## config.mk

```make
export PLATFORM = sky130hd
export DESIGN_NAME = seq_window_monitor
export DESIGN_NICKNAME = d
export VERILOG_FILES = /design/src/rtl/seq_window_monitor.sv
export SDC_FILE = /design/constraint.sdc
export NUM_CORES = 1
export LEC_CHECK = 0
export BUFFER_PORTS_ARGS = -buffer_cell sky130_fd_sc_hd__buf_2
export CAP_MARGIN = 20
export CORE_UTILIZATION = 50
export CTS_CLUSTER_SIZE = 14
export DETAILED_ROUTE_END_ITERATION = 12
export GPL_ROUTABILITY_DRIVEN = 0
export MAX_ROUTING_LAYER = met4
export PLACE_DENSITY = 0.81
export SLEW_MARGIN = 5
export SYNTH_ARGS = -nofsm -noshare
export SYNTH_HDL_FRONTEND = slang
export SYNTH_SLANG_ARGS = --single-unit
```

## constraint.sdc

```tcl
create_clock -name clk -period 3.2 [get_ports clk]
set_input_delay 0.48 -clock clk [delete_from_list [all_inputs] [get_ports clk]]
set_output_delay 0.48 -clock clk [all_outputs]
set_load 0.05 [all_outputs]
```

## src/rtl/seq_window_monitor.sv

```systemverilog
// Multi-channel hardware checker for x ##[MIN_DLY:MAX_DLY] y with saturating hit counters.
// Define SEQ_WINDOW_MONITOR_ASSERT_EN to compile in the matching cover/assert properties.
module seq_window_monitor #(
  parameter int CH      = 4,
  parameter int MIN_DLY = 1,
  parameter int MAX_DLY = 4,
  parameter int CNT_W   = 16
) (
  input  logic                clk,
  input  logic                rst,
  input  logic                en,
  input  logic                clr,
  input  logic [CH-1:0]       x,
  input  logic [CH-1:0]       y,
  output logic [CH-1:0]       match,
  output logic [CH-1:0]       miss,
  output logic [CH*CNT_W-1:0] hit_cnt,
  output logic [CH-1:0]       sat
);

  localparam int PW = $clog2(MAX_DLY - MIN_DLY + 2);
  localparam int SW = CNT_W + PW;
  localparam logic [SW-1:0] CNT_MAX = SW'({CNT_W{1'b1}});

  genvar gi;
  generate
    for (gi = 0; gi < CH; gi++) begin : g_ch
      logic [MAX_DLY:1] pend_reg;
      logic [MAX_DLY:1] pend_next;
      logic [MAX_DLY:1] done;
      logic [PW-1:0]    pop;
      logic [SW-1:0]    sum;
      logic [CNT_W-1:0] cnt_reg;
      logic [CNT_W-1:0] cnt_next;
      logic             sat_hit;
      logic             expire;
      logic             match_reg;
      logic             miss_reg;
      logic             sat_reg;

      always_comb begin
        done = '0;
        pop  = '0;
        for (int k = MIN_DLY; k <= MAX_DLY; k++) begin
          done[k] = pend_reg[k] & y[gi];
          pop     = pop + PW'(done[k]);
        end
      end

      // Attempts that complete are retired here, so each one counts once.
      always_comb begin
        pend_next    = '0;
        pend_next[1] = x[gi] & en;
        for (int k = 1; k < MAX_DLY; k++) begin
          pend_next[k+1] = pend_reg[k] & ~done[k];
        end
      end

      assign expire   = pend_reg[MAX_DLY] & ~y[gi];
      assign sum      = SW'(cnt_reg) + SW'(pop);
      assign sat_hit  = (sum >= CNT_MAX);
      assign cnt_next = sat_hit ? {CNT_W{1'b1}} : sum[CNT_W-1:0];

      always_ff @(posedge clk) begin
        if (rst || clr) begin
          pend_reg  <= '0;
          cnt_reg   <= '0;
          match_reg <= 1'b0;
          miss_reg  <= 1'b0;
          sat_reg   <= 1'b0;
        end else begin
          pend_reg  <= pend_next;
          cnt_reg   <= cnt_next;
          match_reg <= |done;
          miss_reg  <= expire;
          sat_reg   <= sat_reg | sat_hit;
        end
      end

      assign match[gi]                   = match_reg;
      assign miss[gi]                    = miss_reg;
      assign sat[gi]                     = sat_reg;
      assign hit_cnt[gi*CNT_W +: CNT_W]  = cnt_reg;

`ifdef SEQ_WINDOW_MONITOR_ASSERT_EN
      c_seq: cover property (@(posedge clk) disable iff (rst)
        x[gi] ##[MIN_DLY:MAX_DLY] y[gi]);

      a_cnt_mono: assert property (@(posedge clk) disable iff (rst)
        !clr |=> (hit_cnt[gi*CNT_W +: CNT_W] >= $past(hit_cnt[gi*CNT_W +: CNT_W])));

      a_match_y: assert property (@(posedge clk) disable iff (rst)
        match[gi] |-> $past(y[gi]));
`endif
    end
  endgenerate

endmodule

```

Yosys cells after proc, flatten, opt, wreduce, memory -nomap -nowiden. Cells that the tools add are included.

Register bits after elaboration: 92. Word-level logic and storage cells: 105. Input port bits: 12. Output and inout port bits: 76.

Order comparisons: 4. Add/subtract/negate cells: 16. Multiplexer cells: 4. Bitwise gates (word level): 56. Reduce and logical (&&, ||, !) cells: 5.

Operators with widths (count): $add 16x3->17 (4); $ge 17x16->1 const B (4); $mux 16 (4); $and 1x1->1 (36); $not 1->1 (16); $reduce_or 4->1 (4); $add 2x1->3 (4); $add 3x1->3 (4); $add 1x1->2 (4); $or 1x1->1 (4); $logic_or 1x1->1 (1).

Depth between registers and ports, before layout. Gate-level depths: netlist (run 1).

Depth after elaboration: 7. Depth in mapped cells: 12. Gate-level depth less buffers: 10.

Worst setup path before layout (run 1). Ideal clock, no wire load.

Path kind: in2reg. From: input port y[2]. To: register g_ch[2].sat_reg. Slack: -0.203 ns. Arrival time: 3.319 ns. Path buffers: 0. Required time: 3.116 ns. Cell stages on the path: 9. Setup time: 0.084 ns. Path through: nand2_1 fa_1 inv_1 fa_1 fa_1 xnor2_1 or4_1 or4b_1 o31ai_2.

Word-level cells in the longest chain between the ends: 7. Elaborated cells on any way between the ends: 10. Those cells by class: add/sub: 4; order compare: 1; bitwise: 5.

RTL lines: start, declared (line 14) `input logic [CH-1:0] y,`; $and 1x1->1 (line 45) `done[k] = pend_reg[k] & y[gi];`; $add 1x1->2 (line 46) `pop = pop + PW'(done[k]);`; $add 2x1->3 (line 46); $add 3x1->3 * (line 46); $add 16x3->17 * (line 60) `assign sum = SW'(cnt_reg) + SW'(pop);`; $ge 17x16->1 * (line 61) `assign sat_hit = (sum >= CNT_MAX);`; $or 1x1->1 * (line 76) `sat_reg <= sat_reg | sat_hit;`; end signal, assigned (line 76); end, declared (line 39) `logic sat_reg;`.

Every way passes the cells marked *; elsewhere a longest branch is shown, timed or not. A chain may end at the register's enable or synchronous reset.

Final worst setup path (run 1).
From: register g_ch[2].pend_reg[1] (netlist bit). To: register g_ch[2].sat_reg.

Word-level cells in the longest chain between the ends: 7.

RTL lines: start, declared (line 28) `logic [MAX_DLY:1] pend_reg;`; start signal, assigned (line 72) `pend_reg <= pend_next;`; $and 1x1->1 (line 45); $add 1x1->2 (line 46); $add 2x1->3 (line 46); $add 3x1->3 (line 46); $add 16x3->17 (line 60); $ge 17x16->1 (line 61); $or 1x1->1 (line 76).

Every way passes these cells.

==> metrics.md, run 1 <==
| Metric | Value |
|---|---|
| Status | `finished, final reports clean` |
| Final core occ | `around three fifths` |
| Final Critical Period | `3.108 ns` |
| Worst EP required | `~3.5 ns` |
| GRT overflow | `0` |
| R2r setup slk | `between 0.09 and 0.1 ns` |
| Post-route insts no fill | `between 700 and 800` |
| Critical path startpoint | `g_ch[2].pend_reg[1]$_SDFF_PP0_` |
| Vias | `between 4000 and 5000` |
| First drt pass iteration count | `4` |
| Post CTS Setup Buffer Count | `0` |
| Placed cells | `roughly 720` |
| Critical-path maximum fanout | `2` |
| Fin crit share | `a little over nine tenths` |
| Number of clock sinks | `between 90 and 100` |
| Layout cells sized above 1 | `between 20% and 30%` |
| RSZ-0062 raised after global routing | `true` |
| Synth warnings | `0` |
| Post-route DRC | `0` |
| Largest net degree at the start of global routing | `29` |
| Tot Pwr | `slightly below 2 mW` |
| EDFF count, synth | `0` |
| Nets | `647` |
| CP endpoint | `g_ch[2].sat_reg$_SDFF_PP0_` |
| Syn Inst Count | `roughly 530` |
| Worst R2R Path Depth | `9` |
| Total GRT Usage | `approximately 23%` |
| Reg-to-Reg Start | `g_ch[2].pend_reg[1]$_SDFF_PP0_` |
| Top achievable clock speed | `321.8 MHz` |
| Ant diodes | `0` |
| Power Density | `about 360 nW/um^2` |
| Slew Viols, Final | `0` |
| Num rows | `35` |
| Detailed-placement wirelength estimate | `7.900 mm` |
| Num ports | `88` |
| Mapped Area | `roughly 4700 um^2` |
| Max reg flops | `64` |
| Routed wire length | `between 10 and 15 mm` |
| Core area | `between 9000 and 10000 um^2` |
| Max_slew headroom | `between 60% and 70%` |
| Final hold viol count | `0` |
| # Max-Cap Violations | `0` |
| Antenna viol nets, final | `0` |
| Vias in the first global route | `3824` |
| Post-synth ARST share | `0%` |
| Max H-tree Level | `3` |
| Post-synthesis cell type count | `between 60 and 70` |
| CTS tree | `yes` |
| Later-pin clock latency in the skew report | `0.34 ns` |
| Area Overhead vs Synth | `16.27%` |
| Clk pin slew, worst setup/hold paths | `around 0.09 ns` |
| FF-to-FF End | `g_ch[2].sat_reg$_SDFF_PP0_` |
| Final Cell Area | `roughly 5500 um^2` |
| Fin Clk Skew | `about 0.015 ns` |
| Kind of critical path | `flop to flop` |
| Root Buffer Master | `clkbuf_8` |
| Placed Area | `~5300 um^2` |
| Synth top area cells | `dfxtp_1 39%, a21oi_1 5.7%, fa_1 5.1%` |
| Yosys top cell by area | `dfxtp_1` |
| Full die area | `9852 um^2` |
| Final setup margin | `0.09206 ns` |
| Number of buffers created by CTS | `9` |
| Drt via density | `about 5.6` |
| Syn_area_per_cell | `approximately 9.0 um^2` |
| Hold crit path type | `input pin to flop` |
| Static leakage | `2.220 nW` |
| Initial antenna violation count | `0` |
| Global-route wire length before repair | `between 15 and 20 mm` |
| Iter 0 DRT Violations | `roughly 130` |
| Setup WS pre-CTS | `-0.2505 ns` |
| Sequential fraction of the synthesis area | `approximately two fifths` |
| Height of the die | `99.26 um` |
| Hold Startpoint | `x[0]` |
| Worst Setup End Kind | `flop` |
| Synth Register Bits | `92` |
| CP Launch Type | `flop` |
| Post-synth top cells | `92 x dfxtp_1, 54 x a21oi_1, 39 x nand2_1, 30 x nor2_1, 27 x xnor2_1` |
| I/O Buffers | `87` |
| Least-Margin Pin Slew | `0.5585 ns` |
| Most instantiated library cell after synthesis | `dfxtp_1` |
| # setup viols final | `0` |
| Main synth FF type | `dfxtp_1` |
| Worst endpoint data arrival time | `roughly 3.4 ns` |
| Clock Path Buffers | `2` |
| Fill cells | `about 800` |
| Initial core utilization | `about 51%` |
| WL/cell | `around 15 um` |
| Die Wd | `approximately 100 um` |
| Max rail drop VDD | `about 0.00028 V` |
| Yosys top cell area share | `38.94%` |
| Net Count, Synth | `around 560` |
critical path, cell delays in order (launching register included):
cell,delay [ns]
dfxtp_2,0.34
nand2_2,0.07
fa_1,0.53
inv_1,0.05
fa_2,0.35
fa_2,0.38
xnor2_2,0.16
or4_1,0.49
or4b_1,0.49
o31ai_2,0.18
through the flow:
| stage | setup TNS, ns | hold WS (ns) |
|---|---|---|
| finish | 0 | 0.3659 |
| global route | -0.003959 | 0.3498 |
| floorplan | -0.02151 | 0.4302 |
| CTS | 0 | 0.3517 |
| global placement | -0.1805 | 0.4350 |
| detailed placement | -0.4372 | 0.4459 |
area by class of cell:
type | instances | area [um^2] | share of cell area [%]
clock inverters | 4 | 47.55 | 0.8646
well taps | 111 | 138.9 | 2.526
clock buffers | 12 | 155.1 | 2.821
repair buffers | 114 | 638.1 | 11.60
multi-input cells | 377 | 2597 | 47.24
flip-flops and latches | 92 | 1843 | 33.52
inverters | 21 | 78.83 | 1.433
per-layer routing:
layer,track usage (%),vias to the layer above,share of wire [%]
met2,36.54,144,48
met1,29.47,1929,46
li1,-,2009,-
met4,6.900,0,1.1
met5,-,-,0
met3,4.006,16,5.0
cells in the final DEF, fill, tap and decap left out, types with 4 or more instances in the layout:
master	instances
a31oi_1	4
nand4_1	18
a21oi_1	54
inv_1	21
fa_1	10
nand3_1	23
a21oi_2	9
o21ai_0	13
nand2_1	38
clkbuf_8	11
xnor2_1	26
nor2_1	30
a21o_1	5
ha_1	8
and3_1	14
o21a_1	6
buf_4	27
nor4_1	8
nor3_1	13
xor2_1	19
dfxtp_1	91
buf_2	87
and2_1	21
where the power goes:
group | leakage [nW] | switching [mW] | internal (mW)
logic | 1.38 | 0.0350 | 0.0143
registers | 0.742 | 0.00120 | 1.15
clock network | 0.102 | 0.385 | 0.402
cells by family after synthesis:
| family | synth area share (%) |
|---|---|
| fa+ha+maj | 7.196 |
| simple gates | 22.96 |
| mux | 0.8730 |
| flops | 38.94 |
| xor+xnor | 8.519 |
| compound gates | 15.05 |
| buf+inv | 6.455 |
repair_timing:
action / in CTS / in global routing
gates resized for setup: 0 / 1
setup endpoints to repair: 0 / 1
hold buffers: 0 / 0
worst min path at each step:
stage	endpoint	slack, ns	cells after the start
after floorplan	g_ch[0].pend_reg[2]$_SDFF_PP0_	0.43	1
final	g_ch[0].pend_reg[1]$_SDFF_PP0_	0.37	2
after detailed placement	g_ch[2].pend_reg[3]$_SDFF_PP0_	0.45	1
after global placement	g_ch[0].pend_reg[3]$_SDFF_PP0_	0.43	1
after global routing	g_ch[0].pend_reg[1]$_SDFF_PP0_	0.35	2
after CTS	g_ch[0].pend_reg[1]$_SDFF_PP0_	0.35	2
(Power assumes the default switching activity.)
==> run 2, diff against run 1 <==
Settings changed: CELL_PAD_IN_SITES_DETAIL_PLACEMENT set to 1, CELL_PAD_IN_SITES_GLOBAL_PLACEMENT set to 1, CORE_UTILIZATION 50 to 45, PLACE_DENSITY 0.81 to 0.9, REMOVE_ABC_BUFFERS set to 1.
Clock period 3.2 ns to 3.9 ns, I/O delays scaled along.
==> run 2 against run 1 <==
Against the previous run:
- combinational power is 23% lower
- via count is 0.51% lower
- routed wire length is 10% higher
- die area is 11% higher
- clock power is 12% lower
- first-iteration DRC count is 19% lower
- sequential share of layout area is 0.95 points higher
- register-to-register slack better by 0.28 ns
- design area is 2.8% lower
- sequential power is 18% lower
- hold slack better by 0.097 ns
- critical path type is now input pin to flop
- critical endpoint unchanged
==> metrics.md, run 2 (synthesis results as in run 1) <==
| Metric | Value |
|---|---|
| Status | `finished, final reports clean` |
| Fill cells | `1244` |
| Initial core utilization | `46.02%` |
| Largest net degree at the start of global routing | `36` |
| Power Density | `roughly 310 nW/um^2` |
| Post_cts resized | `0` |
| Routed wire length | `11.88 mm` |
| Fin Clk Skew | `0.008774 ns` |
| Most frequent cells in the layout | `92 x dfxtp_1, 87 x buf_2, 54 x a21oi_1` |
| Initial antenna violation count | `0` |
| Fin crit share | `between 90% and 100%` |
| Worst Setup End Kind | `flop` |
| CP Launch Type | `input pin` |
| Vias in the first global route | `around 4000` |
| Clock power frac | `between 40% and 50%` |
| Drt via density | `roughly 5.6` |
| Setup TNS Final | `0 ns` |
| Combinational share of power | `between 2 and 2.5%` |
| Worst hold slack | `0.4627 ns` |
| Setup WS pre-CTS | `0.04086 ns` |
| Antenna viol nets, final | `0` |
| Area Overhead vs Synth | `12.99%` |
| Most common cell after layout, fill and taps aside | `dfxtp_1` |
| Slew Viols, Final | `0` |
| Full die area | `about 11000 um^2` |
| Hold crit path type | `flop to flop` |
| Final hold viol count | `0` |
| Layout cells sized above 1 | `a little over a fifth` |
| WL/cell | `between 15 and 20 um` |
| Psw | `373.3 uW` |
| # Max-Cap Violations | `0` |
| Worst EP required | `between 4 and 5 ns` |
| Core area | `just over 10000 um^2` |
| Max_slew headroom | `55.14%` |
| Internal power | `around 1.3 mW` |
| Clock Path Buffers | `2` |
| Tot Pwr | `around 1.7 mW` |
| Nets | `slightly above 600` |
| Height of the die | `~100 um` |
| Critical-path maximum fanout | `6` |
| Num rows | `37` |
| Post CTS Setup Buffer Count | `0` |
| Switch share | `between 20% and 30%` |
| Kind of critical path | `input pin to flop` |
| Number of buffers created by CTS | `9` |
| Vias | `roughly 4000` |
| # setup viols final | `0` |
| Detailed-placement wirelength estimate | `slightly below 9 mm` |
| Post-CTS Hold Fix Bufs | `0` |
| I/O Buffers | `87` |
| Total GRT Usage | `between 20% and 30%` |
| Die Wd | `about 100 um` |
| Max H-tree Level | `3` |
| Root Buffer Master | `clkbuf_8` |
| Final core occ | `between 50% and 60%` |
| Iter 0 DRT Violations | `between 100 and 150` |
| Global-route wire length before repair | `19.72 mm` |
| Later-pin clock latency in the skew report | `about 0.35 ns` |
| Number of clock sinks | `slightly above 90` |
| Static leakage | `around 2.1 nW` |
| Num ports | `88` |
| Worst endpoint data arrival time | `about 3.8 ns` |
| Final Critical Period | `~3.6 ns` |
| CTS tree | `yes` |
| Max reg flops | `64` |
| RSZ-0062 raised after global routing | `false` |
| Seq pwr share | `a little under three fifths` |
| Top achievable clock speed | `281.6 MHz` |
| Clk pin slew, worst setup/hold paths | `around 0.090 ns` |
| Final setup margin | `roughly 0.35 ns` |
| First drt pass iteration count | `4` |
| Post-route DRC | `0` |
| GRT overflow | `0` |
| Ant diodes | `0` |
| Max rail drop VDD | `~0.00024 V` |
| Least-Margin Pin Slew | `about 0.67 ns` |
==> run 2: layout make-up <==
cell class	count	area [um^2]	share of cell area, %
Inverter	21	78.83	1.475
Timing Repair Buffer	90	457.9	8.569
Clock buffer	13	168.9	3.161
Clock inverter	3	43.79	0.8195
Sequential cell	92	1842	34.47
Multi-Input combinational cell	377	2582	48.33
Tap cell	136	170.2	3.184
==> run 2: worst max-delay path, stage by stage <==
cell,delay [ns]
buf_2,0.13
nand2_1,0.11
fa_1,0.55
inv_1,0.05
fa_1,0.44
fa_1,0.48
xnor2_1,0.17
or4_1,0.50
or4b_1,0.56
o31ai_2,0.23
==> run 2: final timing paths <==
check	startpoint	to	slack [ns]	cells past startpoint
setup / recovery	y[2]	g_ch[2].sat_reg$_SDFF_PP0_	0.35	10
hold / removal	g_ch[1].pend_reg[1]$_SDFF_PP0_	g_ch[1].pend_reg[2]$_SDFF_PP0_	0.46	1
setup reg to reg	g_ch[2].pend_reg[1]$_SDFF_PP0_	g_ch[2].sat_reg$_SDFF_PP0_	0.37	9
hold reg to reg	g_ch[1].pend_reg[1]$_SDFF_PP0_	g_ch[1].pend_reg[2]$_SDFF_PP0_	0.46	1
==> run 2: per-layer routing <==
metal / GRT usage (%) / wire (um) / part of all wire [%]
met4: 8.265 / 201 / 1.7
met3: 2.757 / 360 / 3.0
met1: 28.18 / 5316 / 45
met2: 39.12 / 5997 / 50
met5: - / 0 / 0
==> run 2: through the flow <==
stage / instance area, um^2 / instances
after floorplan: 4503 / 490
after global placement: 5131 / 716
after detailed placement: 5131 / 716
after CTS: 5344 / 732
after global routing: 5344 / 732
final: 5344 / 732
==> run 2: power by group through the flow <==
stage	registers (mW)	logic, mW	clock network [mW]
floorplan	0.966	0.0164	0
global placement	0.964	0.0370	0
detailed placement	0.964	0.0383	0
CTS	0.942	0.0384	0.706
global route	0.942	0.0417	0.753
finish	0.942	0.0378	0.695
==> run 3, diff against run 2 <==
Settings changed: PLACE_DENSITY 0.9 to unset, PLACE_DENSITY_LB_ADDON set to 0.1.
==> run 3 against run 2 <==
Against the previous run:
- combinational power is essentially flat
- non-clock buffer count grew 3
- register-to-register slack gained 0.06 ns
- design area grew 0.14%
- sequential share of layout area is essentially flat
- global-route usage shrank 0.69 points
- die area is the same
- flip-flop and latch count is the same
- via count shrank 2.0%
- setup slack gained 0.069 ns
- routed wire length shrank 3.4%
- utilization grew 0.073 points
- largest power group unchanged
==> metrics.md, run 3 (synthesis results as in run 1) <==
| Metric | Value |
|---|---|
| Status | `finished, final reports clean` |
| RSZ-0062 raised after global routing | `false` |
| Placed Area | `between 5000 and 6000 um^2` |
| Fin Clk Skew | `slightly above 0.007 ns` |
| FF-to-FF End | `g_ch[2].sat_reg$_SDFF_PP0_` |
| Core area | `~10000 um^2` |
| Die Wd | `104.5 um` |
| Antenna viol nets, final | `0` |
| Worst endpoint data arrival time | `3.77 ns` |
| Max reg flops | `between 60 and 70` |
| First drt pass iteration count | `4` |
| Critical-path maximum fanout | `6` |
| Iter 0 DRT Violations | `138` |
| Nets | `626` |
| Critical-path top delay cell | `fa_1` |
| Number of clock sinks | `92` |
| Kind of critical path | `input pin to flop` |
| Least-Margin Pin Slew | `0.7495 ns` |
| Largest net degree at the start of global routing | `62` |
| Global-route wire length before repair | `slightly below 20 mm` |
| Fin crit share | `between 80 and 90%` |
| Worst EP required | `approximately 4.2 ns` |
| CP endpoint | `g_ch[2].sat_reg$_SDFF_PP0_` |
| Post-route DRC | `0` |
| Root Buffer Master | `clkbuf_8` |
| Worst R2R Path Depth | `9` |
| Power Density | `a little over 300 nW/um^2` |
| Slew Viols, Final | `0` |
| # Max-Cap Violations | `0` |
| I/O Buffers | `87` |
| Final hold viol count | `0` |
| Clk pin slew, worst setup/hold paths | `around 0.10 ns` |
| Post CTS Setup Buffer Count | `0` |
| GRT overflow | `0` |
| Later-pin clock latency in the skew report | `about 0.36 ns` |
| Vias | `approximately 4000` |
| Vias in the first global route | `between 3000 and 4000` |
| Total GRT Usage | `about 22%` |
| Critical path startpoint | `y[2]` |
| Detailed-placement wirelength estimate | `between 8 and 9 mm` |
| FF+latch area | `1842 um^2` |
| Fill cells | `about 1200` |
| Routed wire length | `around 11 mm` |
| Post-CTS Hold Fix Bufs | `0` |
| Top achievable clock speed | `around 290 MHz` |
| Full die area | `between 10000 and 15000 um^2` |
| Max_slew headroom | `around half` |
| Most common cell after layout, fill and taps aside | `dfxtp_1` |
| Max rail drop VDD | `around 0.00017 V` |
| CP Launch Type | `input pin` |
| Num ports | `88` |
| Max incr delay on CP | `0.55 ns` |
| Crit-path most repeated cell | `fa_1` |
| CTS tree | `yes` |
| Num rows | `37` |
| Multi-input logic area | `~2600 um^2` |
| WL/cell | `15.62 um` |
| Area Overhead vs Synth | `13.15%` |
| R2r setup slk | `~0.43 ns` |
| Clock Path Buffers | `2` |
| Layout cells sized above 1 | `between 20% and 30%` |
| Max H-tree Level | `3` |
| Ant diodes | `0` |
| Worst Setup End Kind | `flop` |
| Post_cts resized | `0` |
| Setup TNS Final | `0 ns` |
| Initial antenna violation count | `0` |
| Initial core utilization | `46.02%` |
| # setup viols final | `0` |
| Height of the die | `104.5 um` |
| Static leakage | `between 2 and 2.5 nW` |
| Final Cell Area | `approximately 5400 um^2` |
| Drt via density | `about 5.4` |
| Hold crit path type | `flop to flop` |
| Number of buffers created by CTS | `9` |
| Most frequent cells in the layout | `92 x dfxtp_1, 87 x buf_2, 54 x a21oi_1` |
| Final Critical Period | `3.482 ns` |
| Reg-to-Reg Start | `g_ch[2].pend_reg[1]$_SDFF_PP0_` |
| CP cell instances | `buf_2 -> nand2_1 -> fa_1 -> inv_1 -> fa_1 -> fa_1 -> xnor2_1 -> or4_1 -> or4b_1 -> o31ai_2` |
==> run 3: power breakdown <==
| part | internal [mW] | switching [mW] |
|---|---|---|
| Clock | 0.301 | 0.356 |
| Combinational | 0.00994 | 0.0277 |
| Sequential | 0.941 | 0.00130 |
| Total | 1.25 | 0.385 |
==> run 3: worst min path at each step <==
stage                                         from                        endpoint  slack (ns)  cells after the start
finish              g_ch[0].pend_reg[2]$_SDFF_PP0_  g_ch[0].pend_reg[3]$_SDFF_PP0_        0.46                      1
global route                                  x[2]  g_ch[2].pend_reg[1]$_SDFF_PP0_        0.46                      2
CTS                 g_ch[0].pend_reg[2]$_SDFF_PP0_  g_ch[0].pend_reg[3]$_SDFF_PP0_        0.46                      1
detailed placement  g_ch[0].pend_reg[2]$_SDFF_PP0_  g_ch[0].pend_reg[3]$_SDFF_PP0_        0.44                      1
global placement    g_ch[3].pend_reg[2]$_SDFF_PP0_  g_ch[3].pend_reg[3]$_SDFF_PP0_        0.44                      1
floorplan           g_ch[0].pend_reg[1]$_SDFF_PP0_  g_ch[0].pend_reg[2]$_SDFF_PP0_        0.43                      1
==> run 3: cell type report <==
type | count | share of cell area, %
well taps | 136 | 3.180
repair buffers | 93 | 8.978
inverters | 21 | 1.473
clock buffers | 9 | 2.315
flip-flops and latches | 92 | 34.42
clock inverters | 7 | 1.379
multi-input cells | 377 | 48.26
==> run 3: routing by layer <==
layer  GRT usage, %  vias to the layer above  part of all wire, %
met4          6.531                        0                  1.0
met2          35.00                       72                   47
met5              -                        -                    0
met3          3.383                       12                  3.0
li1               -                     1961                    -
met1          29.96                     1950                   49
==> run 3: worst max-delay path: cells and delay by family <==
family	cells	cell delay [ns]
XOR/XNOR	1	0.18
buffers and inverters	2	0.19
AO/OA/AOI/OAI	1	0.18
adder cells (fa/ha/maj)	3	1.46
AND/OR/NAND/NOR	3	1.16
==> run 3: per-stage QoR <==
stage | util, % | hold slack [ns] | std cells | setup slack, ns | power (mW)
floorplan | - | 0.4302 | 490 | 0.3714 | 0.9824
global placement | 50.15 | 0.4396 | 719 | 0.1779 | 1.001
detailed placement | 50.15 | 0.4425 | 719 | 0.05569 | 1.001
CTS | 52.07 | 0.4650 | 735 | 0.4325 | 1.658
global route | 52.07 | 0.4638 | 735 | 0.2619 | 1.706
finish | 52.07 | 0.4641 | 735 | 0.4176 | 1.636
